--- src/rtl/submaster_rd_engine.sv ---
// Read submaster: accepts one read command, arbitrates for the shared AXI read
// channel, issues one INCR AR burst and streams R beats through a registered stage.
module submaster_rd_engine #(
  parameter int unsigned ADDR_W = 32,
  parameter int unsigned DATA_W = 32,
  parameter int unsigned ID_W   = 4,
  parameter int unsigned MST_ID = 0
) (
  input  logic              clk,
  input  logic              reset_n,
  // command
  input  logic              cmd_valid,
  output logic              cmd_ready,
  input  logic [ADDR_W-1:0] cmd_addr,
  input  logic [7:0]        cmd_len,
  // arbiter
  output logic              start,
  input  logic              grant,
  output logic              xfer_done,
  // AXI AR
  output logic              arvalid,
  input  logic              arready,
  output logic [ADDR_W-1:0] araddr,
  output logic [7:0]        arlen,
  output logic [2:0]        arsize,
  output logic [1:0]        arburst,
  output logic [ID_W-1:0]   arid,
  // AXI R
  input  logic              rvalid,
  output logic              rready,
  input  logic [DATA_W-1:0] rdata,
  input  logic [1:0]        rresp,
  input  logic              rlast,
  input  logic [ID_W-1:0]   rid,
  // read data stream
  output logic              out_valid,
  input  logic              out_ready,
  output logic [DATA_W-1:0] out_data,
  output logic              out_last,
  // status
  output logic              busy,
  output logic              err
);

  localparam int unsigned LEN_W  = 8;
  localparam int unsigned SIZE_W = 3;

  typedef enum logic [2:0] {
    IDLE  = 3'd0,
    REQ   = 3'd1,
    ADDR  = 3'd2,
    DATA  = 3'd3,
    DRAIN = 3'd4,
    DONE  = 3'd5
  } state_t;

  state_t             state_q;
  state_t             state_d;
  logic [LEN_W-1:0]   beat_cnt_q;

  logic stage_free_c;
  logic r_fire_c;
  logic len_hit_c;
  logic beat_end_c;
  logic err_beat_c;
  logic cmd_fire_c;

  // Control outputs decode straight from the state register.
  assign cmd_ready = (state_q == IDLE);
  assign start     = (state_q == REQ);
  assign arvalid   = (state_q == ADDR);
  assign xfer_done = (state_q == DONE);
  assign busy      = (state_q != IDLE);

  assign arsize  = SIZE_W'($clog2(DATA_W / 8));
  assign arburst = 2'b01;
  assign arid    = ID_W'(MST_ID);

  // Beats for other submasters are left on the bus untouched.
  assign stage_free_c = !out_valid || out_ready;
  assign rready       = (state_q == DATA) && (rid == ID_W'(MST_ID)) && stage_free_c;
  assign r_fire_c     = rvalid && rready;
  assign cmd_fire_c   = cmd_valid && cmd_ready;

  // Burst ends on rlast or the expected final beat, whichever comes first.
  assign len_hit_c  = (beat_cnt_q == arlen);
  assign beat_end_c = r_fire_c && (rlast || len_hit_c);
  assign err_beat_c = r_fire_c && ((rresp >= 2'b10) || (rlast != len_hit_c));

  always_comb begin
    state_d = state_q;
    case (state_q)
      IDLE:    if (cmd_valid)    state_d = REQ;
      REQ:     if (grant)        state_d = ADDR;
      ADDR:    if (arready)      state_d = DATA;
      DATA:    if (beat_end_c)   state_d = DRAIN;
      DRAIN:   if (stage_free_c) state_d = DONE;
      DONE:                      state_d = IDLE;
      default:                   state_d = IDLE;
    endcase
  end

  always_ff @(posedge clk or negedge reset_n) begin
    if (!reset_n) begin
      state_q <= IDLE;
    end else begin
      state_q <= state_d;
    end
  end

  // Command latch, beat counter and sticky error.
  always_ff @(posedge clk or negedge reset_n) begin
    if (!reset_n) begin
      araddr     <= '0;
      arlen      <= '0;
      beat_cnt_q <= '0;
      err        <= 1'b0;
    end else if (cmd_fire_c) begin
      araddr     <= cmd_addr;
      arlen      <= cmd_len;
      beat_cnt_q <= '0;
      err        <= 1'b0;
    end else begin
      if (r_fire_c) begin
        beat_cnt_q <= beat_cnt_q + LEN_W'(1);
      end
      if (err_beat_c) begin
        err <= 1'b1;
      end
    end
  end

  // Single-entry output stage; a load in the same cycle as an unload keeps it full.
  always_ff @(posedge clk or negedge reset_n) begin
    if (!reset_n) begin
      out_valid <= 1'b0;
      out_last  <= 1'b0;
      out_data  <= '0;
    end else if (r_fire_c) begin
      out_valid <= 1'b1;
      out_last  <= len_hit_c;
      out_data  <= rdata;
    end else if (out_ready) begin
      out_valid <= 1'b0;
      out_last  <= 1'b0;
    end
  end

endmodule

--- config.mk ---
export PLATFORM = sky130hd
export DESIGN_NAME = submaster_rd_engine
export DESIGN_NICKNAME = d
export VERILOG_FILES = /design/src/rtl/submaster_rd_engine.sv
export SDC_FILE = /design/constraint.sdc
export NUM_CORES = 1
export LEC_CHECK = 0
export CAP_MARGIN = 20
export CORE_MARGIN = 1
export CORE_UTILIZATION = 44
export CTS_CLUSTER_SIZE = 8
export DETAILED_ROUTE_END_ITERATION = 6
export PLACE_DENSITY = 0.86
export SKIP_LAST_GASP = 1
export SYNTH_ARGS = -nofsm -noshare
export SYNTH_HDL_FRONTEND = slang
export SYNTH_SLANG_ARGS = --single-unit
--- constraint.sdc ---
create_clock -name clk -period 4.06 [get_ports clk]
set_clock_uncertainty 0.05 [all_clocks]
set_input_delay 0.406 -clock clk [delete_from_list [all_inputs] [get_ports clk]]
set_output_delay 0.406 -clock clk [all_outputs]
set_load 0.03 [all_outputs]
==> results of run 1 <==
## metrics by stage
step	hold slack (ps)	instance area (um2)	power, mW	std cells
final	-25.59	5538	4.222	528
after detailed placement	444.9	5275	3.596	510
after CTS	238.4	5490	4.257	526
after global routing	3.013	5538	4.432	528
after global placement	438.4	5275	3.533	510
after floorplan	60.41	3605	2.641	264
## routing by layer
layer	up-vias	GRT usage (%)	wire, um
met1	1271	23.92	3290
met5	-	0	0
met4	0	7.813	132
met2	107	34.95	4184
li1	1208	-	-
met3	12	5.638	599
## cells by family after synthesis
family / Yosys count / synth area share (%)
flip-flops: 86 / 60.14
multiplexers: 73 / 22.94
AND/OR/NAND/NOR: 39 / 6.294
buffers and inverters: 28 / 4.091
AO/OA/AOI/OAI: 16 / 2.937
XOR/XNOR: 11 / 2.693
adder cells (fa/ha/maj): 2 / 0.6992
other: 2 / 0.2099
## state kept, by name, indices dropped and copies added, names as in the netlist
| name | flops |
|---|---|
| araddr | 32 |
| arlen | 8 |
| beat_cnt_q | 8 |
| err | 1 |
| out_data | 32 |
| out_last | 1 |
| out_valid | 1 |
| state_q | 3 |
## synthesized netlist by cell type (all sizes together)
library cell	number	area, um2
a211oi	2	15.01
a21o	1	7.510
a21oi	4	20.02
a31o	1	8.760
and2	1	6.260
buf	18	108.9
clkbuf	4	15.01
conb	2	7.510
dfrtp	86	2152
ha	2	25.02
inv	6	22.52
mux2	72	810.8
mux2i	1	10.01
nand2	5	18.77
nand2b	2	12.51
nand3b	2	15.01
nand4	3	18.77
nor2	9	33.78
nor2b	1	6.260
nor3	4	20.02
nor4	4	25.02
nor4b	1	15.01
o21ai	4	20.02
o31ai	2	15.01
o32a	1	10.01
o32ai	1	8.760
or2	1	6.260
or3	2	12.51
or3b	1	8.760
or4	3	26.27
xnor2	3	26.28
xor2	8	70.07
## power by group
group	leakage, nW	switching (mW)	internal (mW)
Combinational	1.18	1.12	0.997
Sequential	1.08	0.232	1.23
Clock	0.110	0.287	0.362
Total	2.37	1.64	2.59
## final cells by class
| cell class | instances | area share [%] |
|---|---|---|
| multi-input combinational | 150 | 23.77 |
| clock inverter | 4 | 1.265 |
| timing repair buffer | 168 | 30.77 |
| tap | 102 | 2.305 |
| sequential | 86 | 38.86 |
| clock buffer | 12 | 2.621 |
| inverter | 6 | 0.4067 |
## worst min-delay path by stage
| stage | depth (start not counted) | from | endpoint | slack (ps) |
|---|---|---|---|---|
| after floorplan | 0 | reset_n | araddr[0]$_DFFE_PN0P_ | 60 |
| after global placement | 1 | araddr[7]$_DFFE_PN0P_ | araddr[7]$_DFFE_PN0P_ | 440 |
| after detailed placement | 1 | araddr[4]$_DFFE_PN0P_ | araddr[4]$_DFFE_PN0P_ | 440 |
| after CTS | 1 | reset_n | arlen[5]$_DFFE_PN0P_ | 240 |
| after global routing | 1 | reset_n | arlen[5]$_DFFE_PN0P_ | 3 |
| final | 1 | reset_n | arlen[6]$_DFFE_PN0P_ | -30 |
## worst reg2reg max path, cell delays in order, from the launching register on
cell	delay, ps
dfrtp_1	450
nand3b_1	370
nor4b_4	320
buf_4	450
mux2_2	420
==> results by group, run 1 <==
Outcome
  • Result of the run: finished with violations
  • Failing checks: hold timing

CTS
  • Skew-Pair Late Insertion Delay: between 300 and 400 ps
  • Clock buffers created by TritonCTS: 9
  • Clock transition at the register clock pins on the worst setup and hold paths after CTS: roughly 80 ps
  • CTS Root Cell: clkbuf_8
  • Longest Clk Path Bufs: 2
  • Hold buffer count at cts: 0
  • Sink count of the clock tree: 86
  • CTS tree: built
  • Count of H-tree levels built during CTS: 3
  • Total setup buffers inserted after CTS: 0
  • CTS-repair resized insts: 0

Routing
  • Drt wl/cell: 15.54 um
  • Vias/cell: 4.920
  • # DRC: 0
  • Total iterations of the first detailed-routing run: 4
  • Vias after detailed routing: roughly 2,600
  • Number of nets with antenna violations after detailed routing: 0
  • Number of DRC markers after the initial detailed-route iteration: just over 50
  • Wire length after detailed routing: 8206 um

Floorplanning
  • Num ports: about 180
  • Initial core utilization: a little under half
  • DIE AREA: roughly 0.0085 mm2
  • DIE WIDTH: between 90 and 100 um
  • Total core area: 0.007807 mm2
  • Die Ht: a little over 90 um
  • # rows: 32

Timing
  • Share of the cycle needed by the critical path after routing: around three quarters
  • Clock period minus worst slack: slightly above 3000 ps
  • Number of pins with negative max-slew slack in the final report: 0
  • Unrepaired setup endpoints after global routing: false
  • Worst hold slack: -25.59 ps
  • Setup Viol. Count Final: 0
  • Final setup TNS: 0 ps
  • Crit path setup slack, layout: 968.0 ps
  • Slew HR: 54.73%
  • Slew at the pin closest to its max-slew limit: between 600 and 700 ps
  • Max Clk Rate: 323.4 MHz
  • Number of failing hold endpoints at the final stage: 38

Run
  • Number of maximum-capacitance constraint violations: 0

Worst setup path
  • Critical path launch point type: input port
  • Critical path class: input port to output pin
  • Maximum fanout encountered on the critical timing path: 6
  • Capture point of the worst reg-to-reg path: out_data[22]$_DFFE_PN0P_
  • CP most frequent cell: clkdlybuf4s50_1
  • CP endpoint kind: output pin
  • Depth of the worst register-to-register path: 4
  • Data required time at the worst endpoint: 3600 ps
  • Bufs and invs on worst path: 2
  • Cell with the largest stage delay on the worst path: clkdlybuf4s50_1
  • Data arrival time of the worst path: roughly 2600 ps
  • Cells along the critical path: clkdlybuf4s50_1 > or4_1 > nor3_1 > clkdlybuf4s50_1
  • R2r setup slk: roughly 1900 ps
  • Largest incremental delay on the critical path: ~740 ps
  • Delay-heaviest family, CP: buffers and inverters
  • WP depth: 4
  • Worst reg2reg path startpoint: state_q[2]$_DFFE_PN0P_
  • Last element of the critical path: rready
  • Start point of the critical path: rid[0]

Pwr
  • Static Leak: roughly 2.4 nW
  • Pwr dens: between 700 and 800 mW/mm2
  • Peak ir drop on the vdd network: 0.4728 mV

Yosys
  • Seq/Total Area, Yosys: between 60 and 70%
  • Count of cell types in the netlist: 35
  • Number of storage elements in the synthesis netlist: 86
  • Post-Syn Area: roughly 0.0036 mm2
  • Count of mapped cells out of synthesis: 257
  • Mean instance size in the synthesized netlist: 13.92 um2
  • Ys Warns: 0

Layout
  • Layout cells sized above 1: between 20% and 30%
  • Flip-flop and latch area: between 0.002 and 0.0025 mm2
  • Filler Cells Inserted: between 600 and 700
  • Number of antenna cells inserted: 0
  • Area occupied by multi-input gates: approximately 0.0013 mm2
  • Most frequent standard cell in the layout excluding fill and tap cells: clkdlybuf4s50_1
  • Post-synthesis to final-layout area growth: 54.76%
  • Most frequent cells in the layout: 164 x clkdlybuf4s50_1, 86 x dfrtp_1, 72 x mux2_2, 10 x clkbuf_8
  • NumNets Final: 509
  • Core utilization of the finished layout: between 70% and 80%

Global route
  • Largest net degree at the start of global routing: 87
  • Wire length of the first global-routing pass: approximately 13,000 um
  • Antenna violations before repair: 0
  • Global-route usage over all layers: around 20%
  • Number of global-route vias before repair: between 2,000 and 3,000
  • Overflow left after global routing: 0

Placement
  • Number of I/O port buffers: around 170
  • Weighted congestion at the end of routability-driven global placement: approximately 0.76
  • Post-Place Worst Slack: ~1000 ps
  • Detailed Place HPWL: 5833 um

Min path
  • Kind of path behind the tightest hold check: input port to async pin
No activity file was read; power rests on OpenSTA's default activity.
==> run 2: changes to the inputs <==
Settings changed: CORE_UTILIZATION 44 to 40, PLACE_DENSITY 0.86 to 0.8.
Clock period 4.06 ns to 3.1 ns, I/O delays scaled along.
==> run 2 against run 1 <==
The flow now finishes without violations. Worst setup slack got worse by 710 ps. Worst hold slack gained 480 ps. Sequential power is 31% higher. Power up 26%. Clock power about the same. Die area rose by 9.8%. Largest cell class unchanged. Highest routed layer unchanged.
==> results by group, run 2 (synthesis gave the netlist of run 1 again) <==
Placement
  • Area after detailed placement: roughly 0.0053 mm2
  • Placed cells: 520
  • Number of I/O port buffers: 165
  • Detailed Place HPWL: just over 6000 um
  • Weighted congestion at the end of routability-driven global placement: roughly 0.79

Layout
  • Flip-flop and latch area: 0.002152 mm2
  • Filler Cells Inserted: 717
  • Final std cells w/o fill: 535
  • Number of antenna cells inserted: 0
  • Most frequent cells in the layout: 164 x clkdlybuf4s50_1, 86 x dfrtp_1, 72 x mux2_2
  • Post-synthesis to final-layout area growth: 53.39%
  • Final Instance Area: about 0.0055 mm2
  • NumNets Final: about 510
  • Area occupied by multi-input gates: 0.001316 mm2
  • Biggest registers after layout: araddr (32), out_data (32)
  • Layout cells sized above 1: 22.72%
  • Most frequent standard cell in the layout excluding fill and tap cells: clkdlybuf4s50_1

Global route
  • Wire length of the first global-routing pass: roughly 12,000 um
  • Largest net degree at the start of global routing: 60
  • Overflow left after global routing: 0
  • Number of global-route vias before repair: about 2,600
  • Antenna violations before repair: 0
  • Global-route usage over all layers: between 15 and 20%

Routing
  • # DRC: 0
  • Amount of wire on met2 after detailed routing: approximately 4200 um
  • Number of DRC markers after the initial detailed-route iteration: 35
  • DRT met1 WL: about 3200 um
  • Vias after detailed routing: between 2,000 and 3,000
  • Wire length after detailed routing: 8172 um
  • Metal3 WL: 623 um
  • Total iterations of the first detailed-routing run: 4
  • Drt wl/cell: 15.27 um
  • Number of nets with antenna violations after detailed routing: 0
  • Highest layer used for signal routing: met4
  • Vias/cell: roughly 4.9

CTS
  • Skew-Pair Late Insertion Delay: ~340 ps
  • CTS tree: built
  • Clock transition at the register clock pins on the worst setup and hold paths after CTS: 80 ps
  • Hold buffer count at cts: 1
  • Longest Clk Path Bufs: 2
  • Count of H-tree levels built during CTS: 3
  • Sink count of the clock tree: 86
  • CTS Root Cell: clkbuf_8
  • CTS-repair resized insts: 0
  • Total setup buffers inserted after CTS: 0
  • Clock buffers created by TritonCTS: 9

Pwr
  • Peak ir drop on the vdd network: around 0.51 mV
  • Static Leak: 2.341 nW
  • Pwr dens: 968.5 mW/mm2

Worst setup path
  • Delay-heaviest family, CP: buffers and inverters
  • Last element of the critical path: rready
  • Critical path class: input port to output pin
  • Bufs and invs on worst path: 2
  • WP depth: 4
  • CP most frequent cell: clkdlybuf4s50_1
  • Cell with the largest stage delay on the worst path: clkdlybuf4s50_1
  • CP endpoint kind: output pin
  • Data required time at the worst endpoint: 2740 ps
  • Maximum fanout encountered on the critical timing path: 6
  • Start point of the critical path: rid[1]
  • Largest incremental delay on the critical path: approximately 730 ps
  • Critical path launch point type: input port
  • Worst reg2reg path startpoint: state_q[0]$_DFFE_PN0P_
  • Cells along the critical path: clkdlybuf4s50_1 > or4_1 > nor3_1 > clkdlybuf4s50_1
  • R2r setup slk: around 970 ps
  • Capture point of the worst reg-to-reg path: araddr[26]$_DFFE_PN0P_
  • Data arrival time of the worst path: 2490 ps
  • Depth of the worst register-to-register path: 4

Timing
  • Slew at the pin closest to its max-slew limit: 755.3 ps
  • Number of failing hold endpoints at the final stage: 0
  • Number of pins with negative max-slew slack in the final report: 0
  • Clock period minus worst slack: between 2000 and 3000 ps
  • Max Clk Rate: roughly 350 MHz
  • Slew HR: around half
  • Unrepaired setup endpoints after global routing: false
  • Share of the cycle needed by the critical path after routing: about 92%
  • Setup Viol. Count Final: 0
  • Final setup TNS: 0 ps

Run
  • Number of maximum-capacitance constraint violations: 0

Floorplanning
  • DIE WIDTH: between 90 and 100 um
  • # rows: 34
  • Die Ht: about 97 um
  • Total core area: 0.008678 mm2
  • DIE AREA: 0.009329 mm2
  • Num ports: 176
  • Initial core utilization: 41.23%

Min path
  • Kind of path behind the tightest hold check: register to register
  • Count of cells along the worst hold path: 1

Outcome
  • Result of the run: complete, no violations
## run 2: worst min-delay path by stage
| stage | from | to | slack, ps |
|---|---|---|---|
| 3_3_place_gp | reset_n | arlen[5]$_DFFE_PN0P_ | 370 |
| 3_5_place_dp | reset_n | arlen[5]$_DFFE_PN0P_ | 380 |
| 5_1_grt | out_data[23]$_DFFE_PN0P_ | out_data[23]$_DFFE_PN0P_ | 470 |
| 4_1_cts | out_data[30]$_DFFE_PN0P_ | out_data[30]$_DFFE_PN0P_ | 460 |
| 6_report | out_data[23]$_DFFE_PN0P_ | out_data[23]$_DFFE_PN0P_ | 460 |
| 2_1_floorplan | reset_n | araddr[0]$_DFFE_PN0P_ | -40 |
## run 2: per-stage QoR
stage	setup slack (ps)	total power, mW	util (%)	hold slack [ps]
3_3_place_gp	372.0	4.645	61.36	373.7
5_1_grt	186.8	5.607	63.25	471.6
2_1_floorplan	403.1	3.459	-	-35.59
4_1_cts	247.9	5.393	63.25	463.0
3_5_place_dp	255.4	4.711	61.36	378.3
6_report	253.9	5.316	63.25	457.4
## run 2: cell type report
type	instances	area share [%]
multi-input cells	150	23.98
repair buffers	171	31.14
well taps	108	2.462
clock inverters	4	0.4787
clock buffers	10	2.325
inverters	6	0.4103
flip-flops and latches	86	39.21
## run 2: power by group
part | internal (mW) | total (mW) | switching [mW]
registers | 1.61 | 1.91 | 0.299
logic | 1.30 | 2.76 | 1.46
clock network | 0.281 | 0.649 | 0.368
## run 2: metal layers
metal / GRT usage (%) / vias up
li1: - / 1213
met1: 19.37 / 1309
met2: 30.16 / 98
met3: 5.164 / 14
met4: 9.069 / 0
met5: 0 / -
## run 2: worst register-to-register path: cells and delay by family (launching register included)
kind                   cells  cell delay (ps)
buffers and inverters      1              280
and+or+nand+nor            2              860
DFF                        1              470
muxes                      1              360
